`config.mk`:
```
export PLATFORM = sky130hd
export DESIGN_NAME = serial_adder
export DESIGN_NICKNAME = d
export VERILOG_FILES = /design/src/rtl/serial_adder.sv
export SDC_FILE = /design/constraint.sdc
export NUM_CORES = 1
export LEC_CHECK = 0
export CAP_MARGIN = 20
export CORE_MARGIN = 5
export CORE_UTILIZATION = 50
export CTS_CLUSTER_DIAMETER = 150
export CTS_CLUSTER_SIZE = 10
export DETAILED_ROUTE_END_ITERATION = 10
export PLACE_DENSITY = 0.76
export SYNTH_ARGS = -nofsm -noshare
export SYNTH_HDL_FRONTEND = slang
export SYNTH_SLANG_ARGS = --single-unit
```
`constraint.sdc`:
```
create_clock -name clk -period 4 [get_ports clk]
set_clock_uncertainty 0.1 [all_clocks]
set_input_delay 0.4 -clock clk [delete_from_list [all_inputs] [get_ports clk]]
set_output_delay 0.4 -clock clk [all_outputs]
set_load 0.01 [all_outputs]
```
`src/rtl/serial_adder.sv`:
```
// ---------------------------------------------------------------------------
// serial_adder
//
// Bit-serial WIDTH-bit adder. Operands and carry-in are accepted over a
// valid/ready handshake, then one bit pair per cycle (LSB first) is pushed
// through the full-adder equations with the running carry held in a register.
// Sum bits are shifted into a result register. The WIDTH-bit sum and the
// carry-out are presented over a second valid/ready handshake.
//
// Ports:
//   clk        rising-edge clock for all state
//   rst        synchronous, active-high reset
//   in_valid   operands on in_a/in_b/in_cin are valid
//   in_ready   block can accept operands (high only in IDLE)
//   in_a       operand A, WIDTH bits
//   in_b       operand B, WIDTH bits
//   in_cin     carry-in
//   out_valid  out_sum/out_cout hold a completed result
//   out_ready  consumer accepts the result
//   out_sum    (in_a + in_b + in_cin) mod 2^WIDTH
//   out_cout   bit WIDTH of in_a + in_b + in_cin
// ---------------------------------------------------------------------------
module serial_adder #(
    parameter int WIDTH = 8
) (
    input  logic             clk,
    input  logic             rst,
    input  logic             in_valid,
    output logic             in_ready,
    input  logic [WIDTH-1:0] in_a,
    input  logic [WIDTH-1:0] in_b,
    input  logic             in_cin,
    output logic             out_valid,
    input  logic             out_ready,
    output logic [WIDTH-1:0] out_sum,
    output logic             out_cout
);

    localparam int            CW   = $clog2(WIDTH + 1);
    localparam logic [CW-1:0] LAST = CW'(WIDTH - 1);

    typedef enum logic [1:0] {
        ST_IDLE,
        ST_RUN,
        ST_DONE
    } state_t;

    state_t           r_state;
    logic [WIDTH-1:0] r_a;
    logic [WIDTH-1:0] r_b;
    logic             r_c;
    logic [WIDTH-1:0] r_s;
    logic [CW-1:0]    r_cnt;
    logic             r_in_ready;
    logic             r_out_valid;
    logic [WIDTH-1:0] r_out_sum;
    logic             r_out_cout;

    // Full-adder cell on the current LSB pair.
    logic             w_s;
    logic             w_co;
    logic [WIDTH:0]   w_s_cat;
    logic [WIDTH-1:0] w_s_next;

    assign w_s  = r_a[0] ^ r_b[0] ^ r_c;
    assign w_co = (r_a[0] & r_b[0]) | ((r_a[0] ^ r_b[0]) & r_c);

    // New sum bit enters at the MSB; concatenating then dropping the LSB
    // keeps this expression legal for WIDTH=1 as well.
    assign w_s_cat  = {w_s, r_s};
    assign w_s_next = w_s_cat[WIDTH:1];

    // NOTE: every register below is assigned with <= so all of them update
    // together from the values present before the edge.
    always_ff @(posedge clk) begin
        if (rst) begin
            // NOTE: the datapath registers are cleared too, so the visible
            // outputs and the carry start from known zeros after reset.
            r_state     <= ST_IDLE;
            r_a         <= '0;
            r_b         <= '0;
            r_c         <= 1'b0;
            r_s         <= '0;
            r_cnt       <= '0;
            r_in_ready  <= 1'b1;
            r_out_valid <= 1'b0;
            r_out_sum   <= '0;
            r_out_cout  <= 1'b0;
        end else begin
            case (r_state)
                ST_IDLE: begin
                    if (in_valid) begin
                        r_a        <= in_a;
                        r_b        <= in_b;
                        r_c        <= in_cin;
                        r_s        <= '0;
                        r_cnt      <= '0;
                        r_in_ready <= 1'b0;
                        r_state    <= ST_RUN;
                    end
                end

                ST_RUN: begin
                    r_s   <= w_s_next;
                    r_a   <= r_a >> 1;
                    r_b   <= r_b >> 1;
                    r_c   <= w_co;
                    r_cnt <= r_cnt + 1'b1;
                    if (r_cnt == LAST) begin
                        // The output registers only change here, so the last
                        // result stays visible through the next IDLE and RUN.
                        r_out_sum   <= w_s_next;
                        r_out_cout  <= w_co;
                        r_out_valid <= 1'b1;
                        r_state     <= ST_DONE;
                    end
                end

                ST_DONE: begin
                    if (out_ready) begin
                        r_out_valid <= 1'b0;
                        r_in_ready  <= 1'b1;
                        r_state     <= ST_IDLE;
                    end
                end

                default: begin
                    r_out_valid <= 1'b0;
                    r_in_ready  <= 1'b1;
                    r_state     <= ST_IDLE;
                end
            endcase
        end
    end

    assign in_ready  = r_in_ready;
    assign out_valid = r_out_valid;
    assign out_sum   = r_out_sum;
    assign out_cout  = r_out_cout;

endmodule

```
==> out/summary.json <==
{
  "run_status": {
    "run_status": "complete, no violations"
  },
  "placed_design": {
    "dp.final_hpwl_um": 2750,
    "cell_total_after_placement": 257,
    "io_buffers": 31,
    "gp_routability_congestion": 0.751
  },
  "drt": {
    "wl_met3_um": 204,
    "initialDrtViolationCount": 75,
    "route.detailed.vias_per_inst": 5.54,
    "wl_per_cell_um": 15.0,
    "routed_wl_um": 3980,
    "drt.antenna.violating_nets": 0,
    "drt_pass1_iterations": 4,
    "topRoutingLayerUsed": "met4",
    "drcViolationCount": 0,
    "route.layer.met1.wl_um": 1790,
    "wl_met2_um": 1920,
    "dr_total_vias": 1469
  },
  "logic_synthesis": {
    "synthesis.area_sq_mm": 0.00185,
    "synth_seq_area_share_pct": 44.3,
    "synth-compound-area-share_pct": 23.3,
    "post_syn_instances": 191,
    "ys_warn_count": 0,
    "synth-async-reset-ratio_pct": 0,
    "post_synth_xor_area_fraction_pct": 0,
    "synthDominantCellAreaShare_pct": 44.3,
    "synth_flop_cell": "sky130_fd_sc_hd__dfxtp_1",
    "largest_family_of_logic_cells_by_synthesized_area": "compound AO/OA/AOI/OAI gates",
    "synth-edff-count": 0,
    "synth-adder-area-share_pct": 1.75,
    "synth-simple-area-share_pct": 19.1,
    "netlist-cell-type-count": 34,
    "synth.area.top_cells": "sky130_fd_sc_hd__dfxtp_1 44%, sky130_fd_sc_hd__nor2_1 7.3%, sky130_fd_sc_hd__a211oi_2 6.7%, sky130_fd_sc_hd__nand2b_1 6.4%, sky130_fd_sc_hd__mux2i_1 5.4%",
    "synth_seq_cells": 41,
    "post_synth.cell_area_avg_sq_um": 9.71,
    "net_count_after_synthesis": 214,
    "yosysTopAreaCell": "sky130_fd_sc_hd__dfxtp_1",
    "synth.mux.area_fraction_pct": 5.40
  },
  "power": {
    "power.leakage_nw": 0.775,
    "power_per_cell_area_mw_per_mm2": 394,
    "maximum_vdd_drop_mv": 0.205,
    "finalPower_uw": 888
  },
  "clock_network": {
    "cts_setup_buffers": 0,
    "cts_inserted_buffers": 5,
    "htree_levels": 2,
    "cts.reportedPaths.clkPinSlew_ns": 0.07,
    "cts_sinks": 41,
    "clk-insertion-delay-late_ns": 0.30,
    "cts.path.max_buffers": 2,
    "cts-resized-gates": 0,
    "tritoncts_clock_tree": "done",
    "cts-hold-fix-buffers": 0,
    "cts_root_buf": "sky130_fd_sc_hd__clkbuf_8"
  },
  "worst_setup_path": {
    "crit_chain": "inv_2, or4_1, a31oi_1",
    "critPathMaxFanout": 21,
    "crit_required_ns": 4.11,
    "critPathLaunchType": "register",
    "crit_slowest_cell": "sky130_fd_sc_hd__dfxtp_1",
    "cp.arrival_ns": 2.16,
    "timing.setup.critical_path_class": "register to register",
    "critPathMaxStageDelay_ns": 0.85,
    "end_kind": "register"
  },
  "sta": {
    "worst_slew_pin_slew_ns": 0.891,
    "maxSlewViolCount": 0,
    "finalHoldWorstSlack_ns": 0.375,
    "maxClockFrequency_mhz": 488,
    "slew_headroom_pct": 40.4,
    "final_min_period_over_clock_period_pct": 51.2,
    "setup_repair_after_global_routing_missed_its_margin": "false",
    "setup_viol": 0,
    "timing.setup.tns_ns": 0,
    "finalWorstPathRequiredPeriod_ns": 2.05,
    "final_hold_viol_count": 0
  },
  "die": {
    "start_util_pct": 51.0,
    "core_area_sq_mm": 0.00363,
    "fp.dieArea_sq_mm": 0.00503,
    "ioPinCount": 32,
    "row_count": 22,
    "die_height_um": 70.9,
    "fp.dieW_um": 70.9
  },
  "layout": {
    "final_antenna_diode_count": 0,
    "flow.area_growth_from_synthesis_pct": 21.5,
    "final_layout_size_suffix_gt1_share_pct": 10.6,
    "design.final.nets": 239,
    "fin_cells": 265,
    "fillerInstances": 327
  },
  "global_route": {
    "largest_net_degree_at_the_start_of_global_routing": 35,
    "antenna_found_initial": 0,
    "grt_first_pass_wirelength_um": 6650,
    "first_global_vias": 1470,
    "global_route.usage.total_pct": 16.7,
    "grt-ovfl-total": 0
  },
  "job": {
    "maxCapViolCount": 0
  },
  "hold_path": {
    "min_path_type": "register to register"
  }
}
## cell type report
cell class / count / area (sq um) / area share [%]
Tap cell: 48 / 60.1 / 2.67
Sequential cell: 41 / 821 / 36.4
Inverter: 3 / 11.3 / 0.500
Timing Repair Buffer: 33 / 325 / 14.4
Clock inverter: 1 / 30.0 / 1.33
Clock buffer: 7 / 86.3 / 3.83
Multi-Input combinational cell: 132 / 920 / 40.8
## metrics by stage
stage | cell area (sq um) | util, % | worst slack (ns)
CTS | 2250 | 62.0 | 1.95
global route | 2250 | 62.0 | 1.78
global placement | 2140 | 58.8 | 1.81
finish | 2250 | 62.0 | 1.95
detailed placement | 2140 | 58.8 | 1.79
floorplan | 1850 | - | 2.59
## final timing paths
| check | from | endpoint | slack (ns) | cells past startpoint |
|---|---|---|---|---|
| max | r_state[0] | r_cnt[3] | 1.95 | 3 |
| min | out_sum[5] | out_sum[5] | 0.38 | 2 |
| max reg2reg | r_state[0] | r_cnt[3] | 1.95 | 3 |
| min reg2reg | out_sum[5] | out_sum[5] | 0.38 | 2 |
## worst max-delay path: cells and delay by family (launching register included)
family          cells  cell delay [ns]
compound gates      1             0.19
buf+inv             1             0.30
flops               1             0.85
simple gates        1             0.52
## layout by cell type (no fill, tap or decap), types with 6 or more instances in the layout
master                            instances
sky130_fd_sc_hd__dfxtp_1                 41
sky130_fd_sc_hd__nor2_1                  36
sky130_fd_sc_hd__clkdlybuf4s50_1         31
sky130_fd_sc_hd__nand2b_1                19
sky130_fd_sc_hd__o2bb2ai_1               10
sky130_fd_sc_hd__a211oi_2                10
sky130_fd_sc_hd__mux2i_1                 10
sky130_fd_sc_hd__a22oi_1                 10
sky130_fd_sc_hd__clkbuf_8                 6
## cells in the mapped netlist, types with 2 or more instances
| library cell | n |
|---|---|
| sky130_fd_sc_hd__clkbuf_1 | 4 |
| sky130_fd_sc_hd__a211oi_1 | 5 |
| sky130_fd_sc_hd__nor3b_1 | 2 |
| sky130_fd_sc_hd__o22ai_1 | 5 |
| sky130_fd_sc_hd__nand2_1 | 5 |
| sky130_fd_sc_hd__a211oi_2 | 10 |
| sky130_fd_sc_hd__nor2_1 | 36 |
| sky130_fd_sc_hd__nand2b_1 | 19 |
| sky130_fd_sc_hd__buf_6 | 5 |
| sky130_fd_sc_hd__nand3_1 | 2 |
| sky130_fd_sc_hd__o2bb2ai_1 | 10 |
| sky130_fd_sc_hd__dfxtp_1 | 41 |
| sky130_fd_sc_hd__mux2i_1 | 10 |
| sky130_fd_sc_hd__a21oi_1 | 4 |
| sky130_fd_sc_hd__inv_1 | 2 |
| sky130_fd_sc_hd__buf_2 | 4 |
| sky130_fd_sc_hd__a22oi_1 | 10 |
## power breakdown
group | internal (mW) | switching [mW] | leakage (nW) | total [mW]
logic | 0.0520 | 0.0493 | 0.381 | 0.101
registers | 0.427 | 0.0163 | 0.335 | 0.443
clock network | 0.203 | 0.140 | 0.0585 | 0.344
total | 0.682 | 0.206 | 0.775 | 0.888
## state kept, by name, indices dropped and copies added, names as in the netlist
register and count:
r_c 1, out_valid 1, out_sum 8, r_a 8, in_ready 1, r_cnt 4, r_s 7, r_state 2
out_cout 1, r_b 8
## kinds of logic (layout without fill, tap and decap cells)
group,after synthesis,count (layout)
AOI/OAI and AO/OA,49,49
adders and majority gates,2,2
buffers and inverters,18,44
DFF,41,41
muxes,10,10
and+or+nand+nor,71,71
## layer usage
metal | GRT usage, % | vias to the layer above
li1 | - | 727
met1 | 20.9 | 701
met2 | 26.7 | 34
met3 | 3.69 | 7
met4 | 8.77 | 0
met5 | 0 | -
Note: power is estimated with default switching activity, not from simulation.
